## config.mk

```make
export PLATFORM = sky130hd
export DESIGN_NAME = even_parity_rx_check
export DESIGN_NICKNAME = d
export VERILOG_FILES = /design/src/rtl/even_parity_pkg.sv /design/src/rtl/parity_err_counter.sv /design/src/rtl/even_parity_rx_check.sv
export SDC_FILE = /design/constraint.sdc
export NUM_CORES = 1
export LEC_CHECK = 0
export ABC_CLOCK_PERIOD_IN_PS = 1250
export CAP_MARGIN = 10
export CORE_UTILIZATION = 47
export CTS_BUF_LIST = sky130_fd_sc_hd__clkbuf_8
export DETAILED_ROUTE_END_ITERATION = 6
export PLACE_DENSITY = 0.78
export SKIP_LAST_GASP = 1
export SLEW_MARGIN = 15
export SYNTH_ARGS = -nofsm -noshare
export SYNTH_HDL_FRONTEND = slang
export SYNTH_SLANG_ARGS = --single-unit
```

## constraint.sdc

```tcl
create_clock -name clk -period 1.25 [get_ports clk]
set_input_delay 0.375 -clock clk [delete_from_list [all_inputs] [get_ports clk]]
set_output_delay 0.375 -clock clk [all_outputs]
set_load 0.03 [all_outputs]
```

## src/rtl/even_parity_pkg.sv

```systemverilog
// Shared definitions for the even-parity serial receiver: FSM encoding,
// error-counter saturation value and the running-parity helper.
package even_parity_pkg;

    typedef enum logic [1:0] {
        ST_IDLE   = 2'b00,
        ST_DATA   = 2'b01,
        ST_PARITY = 2'b10
    } state_e;

    localparam logic [7:0] ERR_CNT_SAT = 8'hFF;

    // Fold one received bit into the running even-parity accumulator.
    function automatic logic parity_acc(input logic acc, input logic bit_in);
        return acc ^ bit_in;
    endfunction

endpackage

```

## src/rtl/parity_err_counter.sv

```systemverilog
// Saturating 8-bit parity-error counter; clear wins over a same-cycle increment.
module parity_err_counter
    import even_parity_pkg::*;
(
    input  logic       clk,
    input  logic       rst,
    input  logic       clr_i,
    input  logic       inc_i,
    output logic [7:0] count_o
);

    logic [7:0] count_q;
    logic [7:0] count_d;

    // Next count: clear first, else increment unless already at the ceiling.
    always_comb begin
        count_d = count_q;
        if (clr_i) begin
            count_d = 8'h00;
        end else if (inc_i && (count_q != ERR_CNT_SAT)) begin
            count_d = count_q + 8'h01;
        end else begin
            count_d = count_q;
        end
    end

    // Counter register with synchronous reset.
    always_ff @(posedge clk) begin
        if (rst) begin
            count_q <= 8'h00;
        end else begin
            count_q <= count_d;
        end
    end

    assign count_o = count_q;

endmodule

```

## src/rtl/even_parity_rx_check.sv

```systemverilog
// Serial even-parity frame receiver: DATA_W data bits LSB first followed by
// one parity bit, framed by s_sof. Optional error counter is built only when
// the macro PARITY_ERR_CNT_EN is defined; otherwise err_count reads 0.
module even_parity_rx_check
    import even_parity_pkg::*;
#(
    parameter int DATA_W = 8
) (
    input  logic              clk,
    input  logic              rst,
    input  logic              s_valid,
    input  logic              s_bit,
    input  logic              s_sof,
    input  logic              err_clr,
    output logic [DATA_W-1:0] data_out,
    output logic              out_valid,
    output logic              parity_err,
    output logic              busy,
    output logic [7:0]        err_count
);

    localparam int IDX_W = (DATA_W > 2) ? $clog2(DATA_W) : 1;

    state_e              state_q, state_d;
    logic [IDX_W-1:0]    idx_q, idx_d;
    logic                xor_q, xor_d;
    logic [DATA_W-1:0]   buf_q, buf_d;
    logic [DATA_W-1:0]   data_out_q, data_out_d;
    logic                perr_q, perr_d;
    logic                ov_q, ov_d;
    logic                busy_q, busy_d;
    logic                err_inc_s;

    // Frame assembly: start/restart on s_sof, collect data bits, close on parity.
    always_comb begin
        state_d    = state_q;
        idx_d      = idx_q;
        xor_d      = xor_q;
        buf_d      = buf_q;
        data_out_d = data_out_q;
        perr_d     = perr_q;
        ov_d       = 1'b0;
        if (s_valid && s_sof) begin
            // A start bit always begins a fresh frame, abandoning any partial one.
            buf_d    = {DATA_W{1'b0}};
            buf_d[0] = s_bit;
            idx_d    = IDX_W'(1);
            xor_d    = s_bit;
            state_d  = ST_DATA;
        end else if (s_valid) begin
            case (state_q)
                ST_IDLE: begin
                    state_d = ST_IDLE;
                end
                ST_DATA: begin
                    buf_d[idx_q] = s_bit;
                    xor_d        = parity_acc(xor_q, s_bit);
                    if (idx_q == IDX_W'(DATA_W - 1)) begin
                        idx_d   = {IDX_W{1'b0}};
                        state_d = ST_PARITY;
                    end else begin
                        idx_d   = idx_q + IDX_W'(1);
                        state_d = ST_DATA;
                    end
                end
                ST_PARITY: begin
                    data_out_d = buf_q;
                    perr_d     = parity_acc(xor_q, s_bit);
                    ov_d       = 1'b1;
                    idx_d      = {IDX_W{1'b0}};
                    xor_d      = 1'b0;
                    state_d    = ST_IDLE;
                end
                default: begin
                    idx_d   = {IDX_W{1'b0}};
                    xor_d   = 1'b0;
                    state_d = ST_IDLE;
                end
            endcase
        end else begin
            // Gap cycle: everything holds.
            state_d = state_q;
        end
        busy_d = (state_d != ST_IDLE);
    end

    // State and output registers, synchronous reset discards any partial frame.
    always_ff @(posedge clk) begin
        if (rst) begin
            state_q    <= ST_IDLE;
            idx_q      <= {IDX_W{1'b0}};
            xor_q      <= 1'b0;
            buf_q      <= {DATA_W{1'b0}};
            data_out_q <= {DATA_W{1'b0}};
            perr_q     <= 1'b0;
            ov_q       <= 1'b0;
            busy_q     <= 1'b0;
        end else begin
            state_q    <= state_d;
            idx_q      <= idx_d;
            xor_q      <= xor_d;
            buf_q      <= buf_d;
            data_out_q <= data_out_d;
            perr_q     <= perr_d;
            ov_q       <= ov_d;
            busy_q     <= busy_d;
        end
    end

    // Count on the completing edge so err_count is current while out_valid is high.
    assign err_inc_s = ov_d & perr_d;

`ifdef PARITY_ERR_CNT_EN
    parity_err_counter u_err_cnt (
        .clk     (clk),
        .rst     (rst),
        .clr_i   (err_clr),
        .inc_i   (err_inc_s),
        .count_o (err_count)
    );
`else
    logic unused_cnt_s;
    assign unused_cnt_s = err_clr ^ err_inc_s;
    assign err_count    = 8'h00;
`endif

    assign data_out   = data_out_q;
    assign out_valid  = ov_q;
    assign parity_err = perr_q;
    assign busy       = busy_q;

endmodule

```

# == After elaboration in Yosys (flattened, before gate mapping) ==
# Index checks and enable logic that the tools add are counted.
# totals
reg_bits,25
input_bits,6
out_inout_bits,19
# op_classes
order_cmp,2
n_mux,18
n_addsub,1
bitwise,4
eq_ne,4
reduce_logical,13
# ops
op,count
two-way mux 1 bit,9
bitwise mux 8 bit,1
two-way mux 2 bit,4
AND reduction 2 bit,4
case mux 3 bit (2 select lines),1
nonzero test 2 bit,3
less-than comparator 3 x 4 -> 1 bit (second input constant),1
adder 3 x 1 -> 3 bit (second input constant),1
demux 1 bit (select 3 bit),1
equality test 3 bit (second input constant),1
greater-or-equal comparator 3 x 1 -> 1 bit (second input constant),1
two-way mux 3 bit,1
NOT 1 bit,3
AND reduction 3 bit,1
OR reduction 3 bit,1
equality test 2 x 1 -> 1 bit (second input constant),1
equality test 2 bit (second input constant),1
logical AND 1 bit,2
logical NOT 2 bit,1
inequality test 2 bit (second input constant),1
case mux 1 bit (2 select lines),1
OR reduction 2 bit,1
bitwise XOR 1 bit,1

# == Longest topological paths before layout ==
# logic_depth
ltp_word,8
mapped_depth,5
mapped_depth_nobuf,5

# == Least setup slack after synthesis ==
# No wires, ideal clock.
# synth_path
kind,reg2reg
start,reg idx_q[1]
end,reg idx_q[0]
synth_period_minus_slack_ns,1.229
setup_time_ns,0.070
arrival_ns,1.159
stages_incl_launch_ff,6
t_required_ns,1.180
n_path_buf,0
slack_ns,0.021
cell_sequence,dfxtp_1 > ha_1 > ha_1 > nor4b_1 > o21ai_0 > a21oi_1
# synth_via
elab_chain_cells,5
# synth_lines
item,line_no,source
"start, declared",even_parity_rx_check.sv:25,"logic [IDX_W-1:0] idx_q, idx_d;"
"start signal, assigned",even_parity_rx_check.sv:91,idx_q <= {IDX_W{1'b0}};
"start signal, assigned",even_parity_rx_check.sv:100,idx_q <= idx_d;
equality test 3 bit,even_parity_rx_check.sv:58,if (idx_q == IDX_W'(DATA_W - 1)) begin
two-way mux 3 bit,even_parity_rx_check.sv:58,
case mux 3 bit (2 select lines),even_parity_rx_check.sv:51,case (state_q)
two-way mux 1 bit,even_parity_rx_check.sv:50,end else if (s_valid) begin
two-way mux 1 bit,even_parity_rx_check.sv:43,if (s_valid && s_sof) begin
# Every way passes these cells. The select of a mux whose other input is x is not followed.
# A chain may end at the register's enable or synchronous reset.

# == Worst setup path in the final report ==
# Ends and elaborated chain as after synthesis.

==> key figures <==
Run status
  • Status: complete, but fails checks
  • Failing checks: negative setup slack

Synthesis
  • Post-Synthesis Cells: 136
  • Sequential area share after synthesis: 42.2%
  • Synthesized area per cell: 8.71 um^2
  • Post-Synth XOR/XNOR Area: 0.739%
  • Number of distinct library cells after synthesis: 32
  • Adder-Cell Fraction of Synth Area: 2.11%
  • Portion of netlist area occupied by mux cells: 5.91%
  • Synth warn: 0
  • Largest family of logic cells by synthesized area: simple AND/OR/NAND/NOR gates
  • Synth Area in Simple Gates: 25.1%
  • Cell Area, Synth: 0.00118 mm^2
  • FF+latch count, synth: 25
  • Synth Area in Compound Gates: 13.0%

STA
  • RSZ-0062 raised after global routing: true
  • Final Slew Violations: 0
  • Final Skew: 1.14 ps
  • Tmin final: 1270 ps
  • Final setup margin: -20.7 ps
  • Max Clock Freq: 787 MHz
  • Crit share post-route: 102%
  • Final setup viols: 1
  • Hold Vio Cnt, Final: 0

Final layout
  • Fillers: 190
  • Final core utilization: 63.1%
  • Share of cells above drive strength 1: 27.7%
  • Most frequent cells in the layout: nand2_1, buf_4, dfxtp_1
  • Non-Filler Instances: 187
  • Nets@finish: 168
  • Commonest non-fill, non-tap cell in the layout: nand2_1
  • Antenna diodes: 0
  • Layout Area Growth over Synthesis: 22.3%

Setup path
  • Slowest cell on crit path: dfxtp_2
  • Crit Path Class: reg -> reg
  • WP buf/inv: 0
  • Worst stage delay on the critical path: 350 ps
  • Cell mode on critical path: ha_4
  • Crit path max-delay family: flip-flops
  • Highest net fanout along the worst path: 3
  • FF-to-FF Start: idx_q[1]
  • Crit-path cells: ha_4, ha_4, nor4b_4, o21ai_1, a21oi_1
  • Critical Path Source Type: flip-flop
  • Arrival @ worst endpoint: 1480 ps
  • Setup crit start: idx_q[1]
  • CP required: 1460 ps
  • Crit path capture type: flip-flop

CTS
  • Max Root-Sink Buffers: 2
  • Clock Sink Count: 25
  • H-tree level count: 1
  • TritonCTS clock tree: built
  • Root Driver: clkbuf_8
  • CTS Buf Count: 3
  • CTS Hold Bufs: 0
  • Clock latency at the later pin of the worst-skew pair: 270 ps
  • Worst-path clk slew: 90 ps

Floorplan
  • Initial Utilization: 51.6%
  • Num ports: 25
  • Area of the core: 0.00230 mm^2
  • Die H: 52.2 um
  • Die width: 52.2 um
  • Die ar.: 0.00273 mm^2
  • FP Rows: 17

Power
  • Clock power frac: 33.8%
  • Leak: 0.615 nW
  • Total power draw: 1.48 mW
  • Switching Power: 385 uW
  • Power share of the combinational group: 10.7%
  • Flop pwr share: 55.5%
  • Int Pwr: 1.09 mW
  • Switching Share: 26.1%
  • Peak supply drop: 0.591 mV
  • P per Cell Area: 1020 mW/mm^2

Placement
  • Gpl congestion: 0.774
  • Hpwl dp: 1750 um
  • Dpl cells: 183
  • PortBufs: 15

Route
  • Vias: 1000
  • Post-DRT Antenna Nets: 0
  • DR iter-0 viols: 9
  • # DRC: 0
  • Wirelength per Cell: 13.9 um
  • Vias/cell: 5.35
  • Post-Route WL: 2590 um
  • Pre-antenna DRT Iters: 5

Global routing
  • Total grt overflow: 0
  • Number of global-route vias before repair: 924
  • First-pass GRT wire length: 3800 um
  • Antenna violations before repair: 0
  • Largest net degree at the start of global routing: 16
  • Overall Global Routing Usage: 19.6%

Hold path
  • Worst min-delay path startpoint: buf_q[4]
  • Hold Crit Class: reg -> reg

Job
  • Maxcap violations: 0
[synthesized netlist by cell type (all sizes together)]
cell	instances	area share (%)
xnor2	1	0.74
and3b	1	0.74
nor4b	2	1.5
ha	2	2.1
a211oi	2	1.7
nand3	2	1.3
a32oi	2	1.5
nand4bb	1	0.95
a31oi	1	0.53
nor2b	3	1.6
nor2	6	1.9
dfxtp	25	42
buf	13	9.3
and4bb	3	3.2
conb	1	0.32
mux2i	7	5.9
inv	2	0.63
a22oi	1	0.63
o221ai	1	0.74
nand2b	3	1.6
and4b	1	0.84
a21oi	13	5.8
clkbuf	2	0.63
or2	1	0.53
o21ai	5	2.1
nand2	35	11
[flip-flops by register name, summed over array words and instances (netlist names)]
name and cells:
idx_q 3, parity_err 1, xor_q 1, state_q 2, data_out 8, out_valid 1
busy 1, buf_q 8
[logic make-up (layout without fill, tap and decap cells)]
logic type / count (synthesis) / in the layout
AO/OA/AOI/OAI: 25 / 25
other: 1 / 8
multiplexers: 7 / 7
AND/OR/NAND/NOR: 58 / 58
flip-flops: 25 / 25
buffers and inverters: 17 / 33
XOR/XNOR: 1 / 1
adder cells (fa/ha/maj): 2 / 2
[through the flow]
stage	instance area, um^2	TNS, ps	hold WS [ps]	worst slack [ps]
2_1_floorplan	1210	0	427	20.8
3_3_place_gp	1340	-10370	438	-482
3_5_place_dp	1340	-11830	447	-555
4_1_cts	1400	0	460	0.756
5_1_grt	1450	-123	484	-103
6_report	1450	-20.7	459	-20.7
[what timing repair did]
item	4_1_cts	5_1_grt
endpoints found under the hold margin	0	0
cloned	0	0
resized for setup	4	18
endpoints found under the setup margin	25	22
pin swaps	1	7
buffers inserted	0	1
[final cells by class]
| class | count | area, um^2 | area share (%) |
|---|---|---|---|
| multi-input cells | 101 | 634 | 43.8 |
| flip-flops and latches | 25 | 508 | 35.1 |
| repair buffers | 27 | 215 | 14.9 |
| clock buffers | 3 | 41.3 | 2.85 |
| well taps | 28 | 35.0 | 2.42 |
| clock inverters | 1 | 7.51 | 0.518 |
| inverters | 2 | 7.51 | 0.518 |
[path summary, 6_finish.rpt]
kind                      end  slack (ps)  depth (start not counted)
hold reg to reg   data_out[4]         460                          2
setup reg to reg     idx_q[0]         -20                          5
hold / removal    data_out[4]         460                          2
setup / recovery     idx_q[0]         -20                          5
[worst reg2reg max path, cell delays in order, from the launching register on]
cell	delay [ps]
dfxtp_2	350
ha_4	160
ha_4	170
nor4b_4	270
o21ai_1	110
a21oi_1	150
[routing by layer]
layer | track usage (%) | share of wire (%)
met1 | 22.2 | 45
met2 | 34.2 | 51
met3 | 4.64 | 3.4
met4 | 9.21 | 1.4
met5 | 0 | 0
[power groups by stage]
stage          registers, mW  clock network [mW]  logic [mW]
6_report               0.819               0.499       0.158
5_1_grt                0.822               0.531       0.171
4_1_cts                0.818               0.506       0.149
3_5_place_dp           0.837                   0       0.150
3_3_place_gp           0.836                   0       0.146
2_1_floorplan          0.838                   0       0.121
No activity file was read; power rests on OpenSTA's default activity.
